[src/rtl/exe_stage_pkg.sv]
// Shared definitions for the 3-bit-opcode pipeline.
// Holds the datapath and register-address widths, the named opcode
// constants used by ID, EXE and control logic, and the EXE-stage FSM
// state type.
package exe_stage_pkg;

    localparam int DSIZE = 32;
    localparam int ASIZE = 5;

    // Width of the multiply iteration counter (counts 0 .. DSIZE-1)
    localparam int CSIZE = $clog2(DSIZE);

    localparam logic [2:0] OP_ADD = 3'b000;
    localparam logic [2:0] OP_SUB = 3'b001;
    localparam logic [2:0] OP_AND = 3'b010;
    localparam logic [2:0] OP_OR  = 3'b011;
    localparam logic [2:0] OP_XOR = 3'b100;
    localparam logic [2:0] OP_SLT = 3'b101;
    localparam logic [2:0] OP_MUL = 3'b110;
    localparam logic [2:0] OP_NOP = 3'b111;

    typedef enum logic {
        IDLE = 1'b0,
        BUSY = 1'b1
    } exeState_e;

endpackage

[src/rtl/exe_stage_alu.sv]
// Combinational ALU for the single-cycle opcodes.
// Ports:
//   a, b    : operands (DSIZE bits)
//   opcode  : 3-bit opcode; ADD, SUB, AND, OR, XOR, SLT are computed
//   result  : DSIZE-bit result; zero for MUL/NOP, which are handled elsewhere
module alu
    import exe_stage_pkg::*;
(
    input  logic [DSIZE-1:0] a,
    input  logic [DSIZE-1:0] b,
    input  logic [2:0]       opcode,
    output logic [DSIZE-1:0] result
);

    // ADD/SUB wrap modulo 2^DSIZE; SLT is a signed compare producing 0 or 1
    always_comb begin
        result = '0;
        case (opcode)
            OP_ADD:  result = a + b;
            OP_SUB:  result = a - b;
            OP_AND:  result = a & b;
            OP_OR:   result = a | b;
            OP_XOR:  result = a ^ b;
            OP_SLT:  result = {{(DSIZE-1){1'b0}}, ($signed(a) < $signed(b))};
            default: result = '0;
        endcase
    end

endmodule

[src/rtl/exe_stage.sv]
// Execute stage plus EXE/WB pipeline register.
// Single-cycle ALU ops are registered every cycle. MUL is an iterative
// shift-add over DSIZE cycles that stalls upstream until the product is
// registered.
// Ports:
//   clk, rst   : clock and synchronous active-high reset
//   rdata1_in  : operand A from ID/EXE
//   rdata2_in  : operand B from ID/EXE
//   opcode_in  : opcode from ID/EXE
//   waddr_in   : destination register from ID/EXE
//   stall      : combinational; IF/ID and ID/EXE hold while high
//   wdata_out  : registered result to WB
//   waddr_out  : registered destination to WB
//   wen_out    : registered write enable to WB
module exe_stage
    import exe_stage_pkg::*;
(
    input  logic             clk,
    input  logic             rst,
    input  logic [DSIZE-1:0] rdata1_in,
    input  logic [DSIZE-1:0] rdata2_in,
    input  logic [2:0]       opcode_in,
    input  logic [ASIZE-1:0] waddr_in,
    output logic             stall,
    output logic [DSIZE-1:0] wdata_out,
    output logic [ASIZE-1:0] waddr_out,
    output logic             wen_out
);

    exeState_e        state_q, state_d;
    logic [CSIZE-1:0] counter_q, counter_d;
    logic [DSIZE-1:0] mcand_q, mcand_d;
    logic [DSIZE-1:0] mplier_q, mplier_d;
    logic [DSIZE-1:0] acc_q, acc_d;
    logic [ASIZE-1:0] mulWaddr_q, mulWaddr_d;
    logic [DSIZE-1:0] wdata_q, wdata_d;
    logic [ASIZE-1:0] waddr_q, waddr_d;
    logic             wen_q, wen_d;

    logic [DSIZE-1:0] aluResult;
    logic [DSIZE-1:0] mulAddend;
    logic             lastIter;

    alu uAlu (
        .a      (rdata1_in),
        .b      (rdata2_in),
        .opcode (opcode_in),
        .result (aluResult)
    );

    assign mulAddend = mplier_q[0] ? mcand_q : '0;
    assign lastIter  = (counter_q == CSIZE'(DSIZE - 1));

    // Next-state, shift-add datapath and EXE/WB next values.
    // The final iteration folds its partial product straight into the
    // written result instead of into acc, so stall can drop one cycle
    // early and upstream advances on the same edge as the writeback.
    always_comb begin
        state_d    = state_q;
        counter_d  = counter_q;
        mcand_d    = mcand_q;
        mplier_d   = mplier_q;
        acc_d      = acc_q;
        mulWaddr_d = mulWaddr_q;
        wdata_d    = wdata_q;
        waddr_d    = waddr_q;
        wen_d      = wen_q;
        stall      = 1'b0;

        case (state_q)
            IDLE: begin
                waddr_d = waddr_in;
                if (opcode_in == OP_MUL) begin
                    stall      = 1'b1;
                    mcand_d    = rdata1_in;
                    mplier_d   = rdata2_in;
                    acc_d      = '0;
                    counter_d  = '0;
                    mulWaddr_d = waddr_in;
                    wdata_d    = '0;
                    wen_d      = 1'b0;
                    state_d    = BUSY;
                end else if (opcode_in == OP_NOP) begin
                    wdata_d = '0;
                    wen_d   = 1'b0;
                end else begin
                    wdata_d = aluResult;
                    wen_d   = 1'b1;
                end
            end
            BUSY: begin
                wdata_d = '0;
                wen_d   = 1'b0;
                if (lastIter) begin
                    wdata_d = acc_q + mulAddend;
                    waddr_d = mulWaddr_q;
                    wen_d   = 1'b1;
                    state_d = IDLE;
                end else begin
                    stall     = 1'b1;
                    acc_d     = acc_q + mulAddend;
                    mcand_d   = mcand_q << 1;
                    mplier_d  = mplier_q >> 1;
                    counter_d = counter_q + CSIZE'(1);
                end
            end
            default: begin
                state_d = IDLE;
            end
        endcase

        // Upstream must not be frozen while the pipeline is being reset
        if (rst) begin
            stall = 1'b0;
        end
    end

    // State and pipeline registers; reset aborts any multiply in flight
    always_ff @(posedge clk) begin
        if (rst) begin
            state_q    <= IDLE;
            counter_q  <= '0;
            mcand_q    <= '0;
            mplier_q   <= '0;
            acc_q      <= '0;
            mulWaddr_q <= '0;
            wdata_q    <= '0;
            waddr_q    <= '0;
            wen_q      <= 1'b0;
        end else begin
            state_q    <= state_d;
            counter_q  <= counter_d;
            mcand_q    <= mcand_d;
            mplier_q   <= mplier_d;
            acc_q      <= acc_d;
            mulWaddr_q <= mulWaddr_d;
            wdata_q    <= wdata_d;
            waddr_q    <= waddr_d;
            wen_q      <= wen_d;
        end
    end

    assign wdata_out = wdata_q;
    assign waddr_out = waddr_q;
    assign wen_out   = wen_q;

endmodule

[config.mk]
export PLATFORM = sky130hd
export DESIGN_NAME = exe_stage
export DESIGN_NICKNAME = d
export VERILOG_FILES = /design/src/rtl/exe_stage_pkg.sv /design/src/rtl/exe_stage_alu.sv /design/src/rtl/exe_stage.sv
export SDC_FILE = /design/constraint.sdc
export NUM_CORES = 1
export LEC_CHECK = 0
export CORE_ASPECT_RATIO = 1.25
export CORE_MARGIN = 8
export CORE_UTILIZATION = 64
export CTS_CLUSTER_SIZE = 25
export DETAILED_ROUTE_END_ITERATION = 12
export PLACE_DENSITY_LB_ADDON = 0.12
export SYNTH_ARGS = -nofsm -noshare
export SYNTH_HDL_FRONTEND = slang
export SYNTH_HIERARCHICAL = 1
export SYNTH_SLANG_ARGS = --single-unit
[constraint.sdc]
create_clock -name clk -period 11.2 [get_ports clk]
set_clock_uncertainty 0.1 [all_clocks]
set_input_delay 2.24 -clock clk [delete_from_list [all_inputs] [get_ports clk]]
set_output_delay 2.24 -clock clk [all_outputs]
set_load 0.02 [all_outputs]
======== Word level (Yosys, flattened, before mapping) ========
Cells that the tools add are included.
word-level totals
  bits of input ports ..................... 74
  output and inout bits ................... 39
  bits in registers ....................... 145
operators by class
  reductions and logical operators ........ 3
  add/subtract/negate cells ............... 4
  $lt $le $gt $ge ......................... 1
  multiplexer cells ....................... 28
  eq/ne operators ......................... 11
  bitwise operators ....................... 4
operators with widths
  cell                 count
  $mux 32              10
  $pmux 32 s2          4
  $pmux 32 s6          1
  $add 32x32->32       2
  $and 32x32->32       1
  $lt 32x32->1         1
  $or 32x32->32        1
  $sub 32x32->32       1
  $xor 32x32->32       1
  $pmux 5 s2           2
  $mux 5               3
  $eq 3x3->1 const B   4
  $eq 3x2->1 const B   2
  $mux 1               6
  $add 5x1->5 const B  1
  $eq 5x5->1 const B   1
  $ne 2x2->1 const B   2
  $pmux 1 s2           2
  $reduce_and 2->1     2
  $eq 3x1->1 const B   1
  $logic_not 3->1      1
  $ne 2x1->1 const B   1
  $not 1->1            1

======== Longest topological paths before layout ========
  depth after elaboration ................. 5
  gate-level depth with buffers ........... 15

======== Modules after synthesis ========
Netlist, hierarchy kept.
by module, submodules not included
  module     seq. area each (µm²)  instances  area an instance (µm²)  cells each
  exe_stage  2902.8                1          7434.6                  867
  alu        0.0                   1          5094.9                  781

======== Worst setup path after synthesis ========
OpenSTA, ideal clock, no wires.
  kind .................................... input -> output
  start point ............................. input port opcode_in[2]
  end point ............................... output port stall
  setup slack ............................. 5.604 ns
  arrival ................................. 3.256 ns
  required time ........................... 8.860 ns
  stages .................................. 4
  cells stage by stage .................... nand2_1 -> nor3_1 -> nor2_1 -> nor2_1
between the ends
  word-level cells in the longest chain between the ends .. 4
RTL lines
  what         RTL line          text
  from (decl)  exe_stage.sv:22   input logic [2:0] opcode_in,
  $eq 3x3->1   exe_stage.sv:73   if (opcode_in == OP_MUL) begin
  $mux 1       exe_stage.sv:73
  $pmux 1 s2   exe_stage.sv:70   case (state_q)
  $mux 1       exe_stage.sv:113  if (rst) begin
  to (decl)    exe_stage.sv:24   output logic stall,
No other way between the ends.

======== Final worst setup path ========
  start point ............................. input port opcode_in[1]
  end point ............................... output port stall
Same word-level chain as after synthesis.

==> reports/results.txt <==
From synthesis to final layout, the design area changed by 13.8%. Row generation in the floorplan step produced 57 rows. The proportion of total power due to net switching was 35.5%; the distinct cell type count of the synthesized netlist was 87. For the worst setup path, the data arrival time is 5.01 ns. For the total of hold buffers inserted after clock tree synthesis, the log shows 0.

Leaving out fill and tap cells, the most frequent cell in the layout is sky130_fd_sc_hd__nor2_1. The final number of hold-violating endpoints was 0. Routability-driven placement congestion ratio: 0.987. The leakage power figure is 0.00571 uW, and the total half-perimeter wirelength after legalization and detailed placement is 28.9 mm. Data on the critical path is required at its endpoint by 8.86 ns.

The most common flop cell mapped by yosys is sky130_fd_sc_hd__dfxtp_1. The first global-routing pass estimated 61.8 mm of wire. Final critical path time including I/O delays and setup: 7.35 ns. In this run the clock root is driven by a sky130_fd_sc_hd__clkbuf_16.

The slew at the pin with the worst max-slew slack is 1.23 ns, and the CTS sink count is 145. The number of cell instances on the worst register-to-register path was 10. The clock slew seen by the registers of the worst setup and hold paths came out at 0.07 ns. The floorplan step defined a die boundary enclosing 24300 sq um. Post-CTS repair changed the size of 0 cells. The post-route netlist has 5.52% of its cells at a drive strength greater than 1. In this run the worst setup path terminates at stall. During synthesis, Yosys emitted a total of 6 warnings. The mean post-synth cell area was 7.60 sq um; the sequential-to-total area share from yosys stat was 23.2%. The number of antenna violations at the first check in global routing was 0; the number of cells on the worst hold path was 2. The core box area is 19300 sq um, and the number of vias per cell after detailed routing is 6.41.

Counting flops with a built-in enable in the synthesized netlist gives 0. The count of pins over their slew limit is 0. After detailed routing, the average wire length per cell comes to 19.6 microns. After synthesis, the share of flip-flops with an asynchronous set or reset is 0%. The width of the die was 141 microns.

The worst register-to-register path ends at wdata_out[28]$_SDFF_PP0_. Pin placement for this block handled 113 I/O pins. In this run, flip-flops and latches consume 35.8% of the power.

The number of nets handed over by synthesis was 1859. The biggest fanout along the worst timing path was 30; the number of global-route vias before repair was 12000. The worst pin sits at a relative slew slack of 18.1%. The tools report the number of vias in the routed layout as 12600. Entering global routing, the biggest net connects 126 pins. The total overflow left after global routing is 0.

Summed over all nets, the switching power comes to 562 uW. The period utilization works out to 65.6%. The synthesized netlist occupies a cell area of 12500 sq um. After the last flow step, the layout net total stands at 1901. Type of destination of the critical path: a primary output. For the overall power, the log shows 1590 uW. Setup repair after global routing left no endpoint under its margin. Counting every instance in the synthesized netlist gives 1648. Port buffering added 112 buffers.

For this block, the initial DRC count from the detailed router was 1301. VDD sags by at most 0.104 mV. Once detail routing completed, the nets flagged for antenna violations numbered 0. For the final routed database, the setup TNS stands at 0 ns. The number of antenna diodes in the final layout is 0.

For the detailed-route DRC error count, the log shows 0. Dividing total power by cell area gives a power density of 111 nW/um^2. The maximum frequency from static timing analysis came out at 0.136 GHz.

In this run the worst setup path begins at opcode_in[1]. The share of total power dissipated in the clock network is 35.7%. The run gives 0 as the number of endpoints failing setup at the final stage. The global-route usage over all layers is 31.6%. The run finished with clean final reports.

The total detailed-routing wirelength came out at 38.6 mm. The internal power of the cells totals 1020 uW. The logs give 0 for the max-cap violation count and 2 for the maximum buffer depth of the clock tree.

Launch point of the worst reg-to-reg path: mplier_q[0]$_SDFFE_PP0P_. The type of the most critical hold path was reg2reg. TritonCTS built the clock tree. The height of the chip is 172 microns, and the logic gate share of total power is 28.4%.

For the latest clock arrival within the worst-skew pair, the log shows 0.43 ns. The startpoint-to-endpoint class of the critical path is in2out. The initial utilization of the core area, before any placement, comes to 64.8%. The clock tree synthesis step divided the H-tree into 4 levels.

The run gives 7.62 ns as the slack of the worst reg-to-reg path. Counting the buffers created by CTS gives 17. Number of iterations in the first detailed-routing pass: 8. Once the clock tree was built, the setup fixing pass inserted 0 buffers. Counting flops and latches in the post-synthesis netlist gives 145. The library cells used most frequently in the layout, excluding fill and tap cells, are sky130_fd_sc_hd__nor2_1 (195), sky130_fd_sc_hd__dfxtp_1 (144), sky130_fd_sc_hd__a21oi_1 (142), sky130_fd_sc_hd__ha_1 (134), sky130_fd_sc_hd__nand2_1 (132).

Critical path launch point type: an input port.
==> cells in the mapped netlist (4+ instances only) <==
cell type / count / area share (%)
sky130_fd_sc_hd__a21o_1: 17 / 1.0
sky130_fd_sc_hd__nor3_1: 30 / 1.2
sky130_fd_sc_hd__a22oi_1: 14 / 0.84
sky130_fd_sc_hd__a21boi_0: 4 / 0.24
sky130_fd_sc_hd__a21oi_1: 142 / 5.7
sky130_fd_sc_hd__or3_1: 6 / 0.30
sky130_fd_sc_hd__o21ai_1: 4 / 0.16
sky130_fd_sc_hd__ha_1: 134 / 13
sky130_fd_sc_hd__o32a_1: 8 / 0.64
sky130_fd_sc_hd__a22o_1: 20 / 1.4
sky130_fd_sc_hd__xor2_1: 16 / 1.1
sky130_fd_sc_hd__dfxtp_1: 145 / 23
sky130_fd_sc_hd__nand2b_1: 8 / 0.40
sky130_fd_sc_hd__buf_2: 20 / 0.80
sky130_fd_sc_hd__nor4_1: 5 / 0.25
sky130_fd_sc_hd__or2_2: 6 / 0.30
sky130_fd_sc_hd__a31oi_1: 19 / 0.95
sky130_fd_sc_hd__nor2b_1: 8 / 0.40
sky130_fd_sc_hd__o221ai_1: 4 / 0.28
sky130_fd_sc_hd__nand4_1: 10 / 0.50
sky130_fd_sc_hd__o22ai_1: 13 / 0.65
sky130_fd_sc_hd__o21bai_1: 15 / 0.90
sky130_fd_sc_hd__nand3_1: 33 / 1.3
sky130_fd_sc_hd__o21a_1: 10 / 0.60
sky130_fd_sc_hd__o31ai_1: 9 / 0.54
sky130_fd_sc_hd__and3_1: 8 / 0.40
sky130_fd_sc_hd__o31a_1: 4 / 0.28
sky130_fd_sc_hd__o21ai_0: 95 / 3.8
sky130_fd_sc_hd__a211oi_1: 82 / 4.9
sky130_fd_sc_hd__buf_1: 16 / 0.48
sky130_fd_sc_hd__nor2_1: 196 / 5.9
sky130_fd_sc_hd__mux2i_1: 74 / 5.9
sky130_fd_sc_hd__inv_1: 103 / 3.1
sky130_fd_sc_hd__nand2_1: 133 / 4.0
sky130_fd_sc_hd__clkbuf_1: 67 / 2.0
sky130_fd_sc_hd__xnor2_1: 37 / 2.6
sky130_fd_sc_hd__and2_1: 35 / 1.7
sky130_fd_sc_hd__o211ai_1: 18 / 1.1
==> critical path, stage by stage <==
cell and delay (ns):
sky130_fd_sc_hd__clkdlybuf4s50_1 0.46, sky130_fd_sc_hd__buf_4 0.32, sky130_fd_sc_hd__nand2_1 0.11, sky130_fd_sc_hd__nor3_1 0.81
sky130_fd_sc_hd__nor2_1 0.26, sky130_fd_sc_hd__nor2_1 0.19, sky130_fd_sc_hd__clkdlybuf4s50_1 0.62
==> state kept, by name, summed over array words and instances, names as in the netlist <==
register	cells
acc_q	32
counter_q	5
mcand_q	32
mplier_q	32
mulWaddr_q	5
state_q	1
waddr_out	5
wdata_out	32
wen_out	1
==> per-stage QoR <==
stage                     std cells  setup slack (ns)  instance area, sq um  util (%)  hold WS [ns]
after floorplan                1648              5.60                 12500         -         0.332
after global placement         1936              3.95                 13700      70.7         0.343
after detailed placement       1936              3.89                 13700      70.7         0.350
after CTS                      1968              3.90                 14300      73.8         0.360
after global routing           1968              3.71                 14300      73.8         0.381
final                          1968              3.85                 14300      73.8         0.358
==> power groups by stage <==
stage                     clock network, uW  registers, uW  logic [uW]
after floorplan                           0            583         291
after global placement                    0            577         431
after detailed placement                  0            579         438
after CTS                               571            567         441
after global routing                    592            571         489
final                                   566            568         451
==> per-layer routing <==
metal	track usage (%)	vias to the layer above	share of wire [%]
met4	11.8	0	3.1
met1	40.1	5942	42
met5	0	-	0
li1	-	6000	-
met2	53.0	583	47
met3	5.30	96	8.4
==> logic make-up after synthesis <==
family | Yosys count | share of synthesized area (%)
fa+ha+maj | 137 | 13.9
flops | 145 | 23.2
mux | 74 | 5.91
compound gates | 538 | 29.2
buf+inv | 210 | 6.55
simple gates | 491 | 17.6
xor+xnor | 53 | 3.70
==> worst min-delay path by stage <==
stage,start,end,slack (ns)
6_report,mulWaddr_q[4]$_SDFFE_PP0P_,mulWaddr_q[4]$_SDFFE_PP0P_,0.36
5_1_grt,acc_q[28]$_SDFFE_PP0P_,acc_q[28]$_SDFFE_PP0P_,0.38
4_1_cts,mulWaddr_q[4]$_SDFFE_PP0P_,mulWaddr_q[4]$_SDFFE_PP0P_,0.36
3_5_place_dp,mulWaddr_q[4]$_SDFFE_PP0P_,mulWaddr_q[4]$_SDFFE_PP0P_,0.35
3_3_place_gp,acc_q[22]$_SDFFE_PP0P_,acc_q[22]$_SDFFE_PP0P_,0.34
2_1_floorplan,acc_q[13]$_SDFFE_PP0P_,acc_q[13]$_SDFFE_PP0P_,0.33
==> cell type report <==
type | instances | area, sq um
clock buffer | 17 | 425
clock inverter | 15 | 165
fill | 1513 | 5060
inverter | 106 | 398
multi-input combinational | 1293 | 8820
sequential | 145 | 2910
tap | 265 | 332
timing repair buffer | 127 | 1220
No activity file was read; power rests on OpenSTA's default activity.
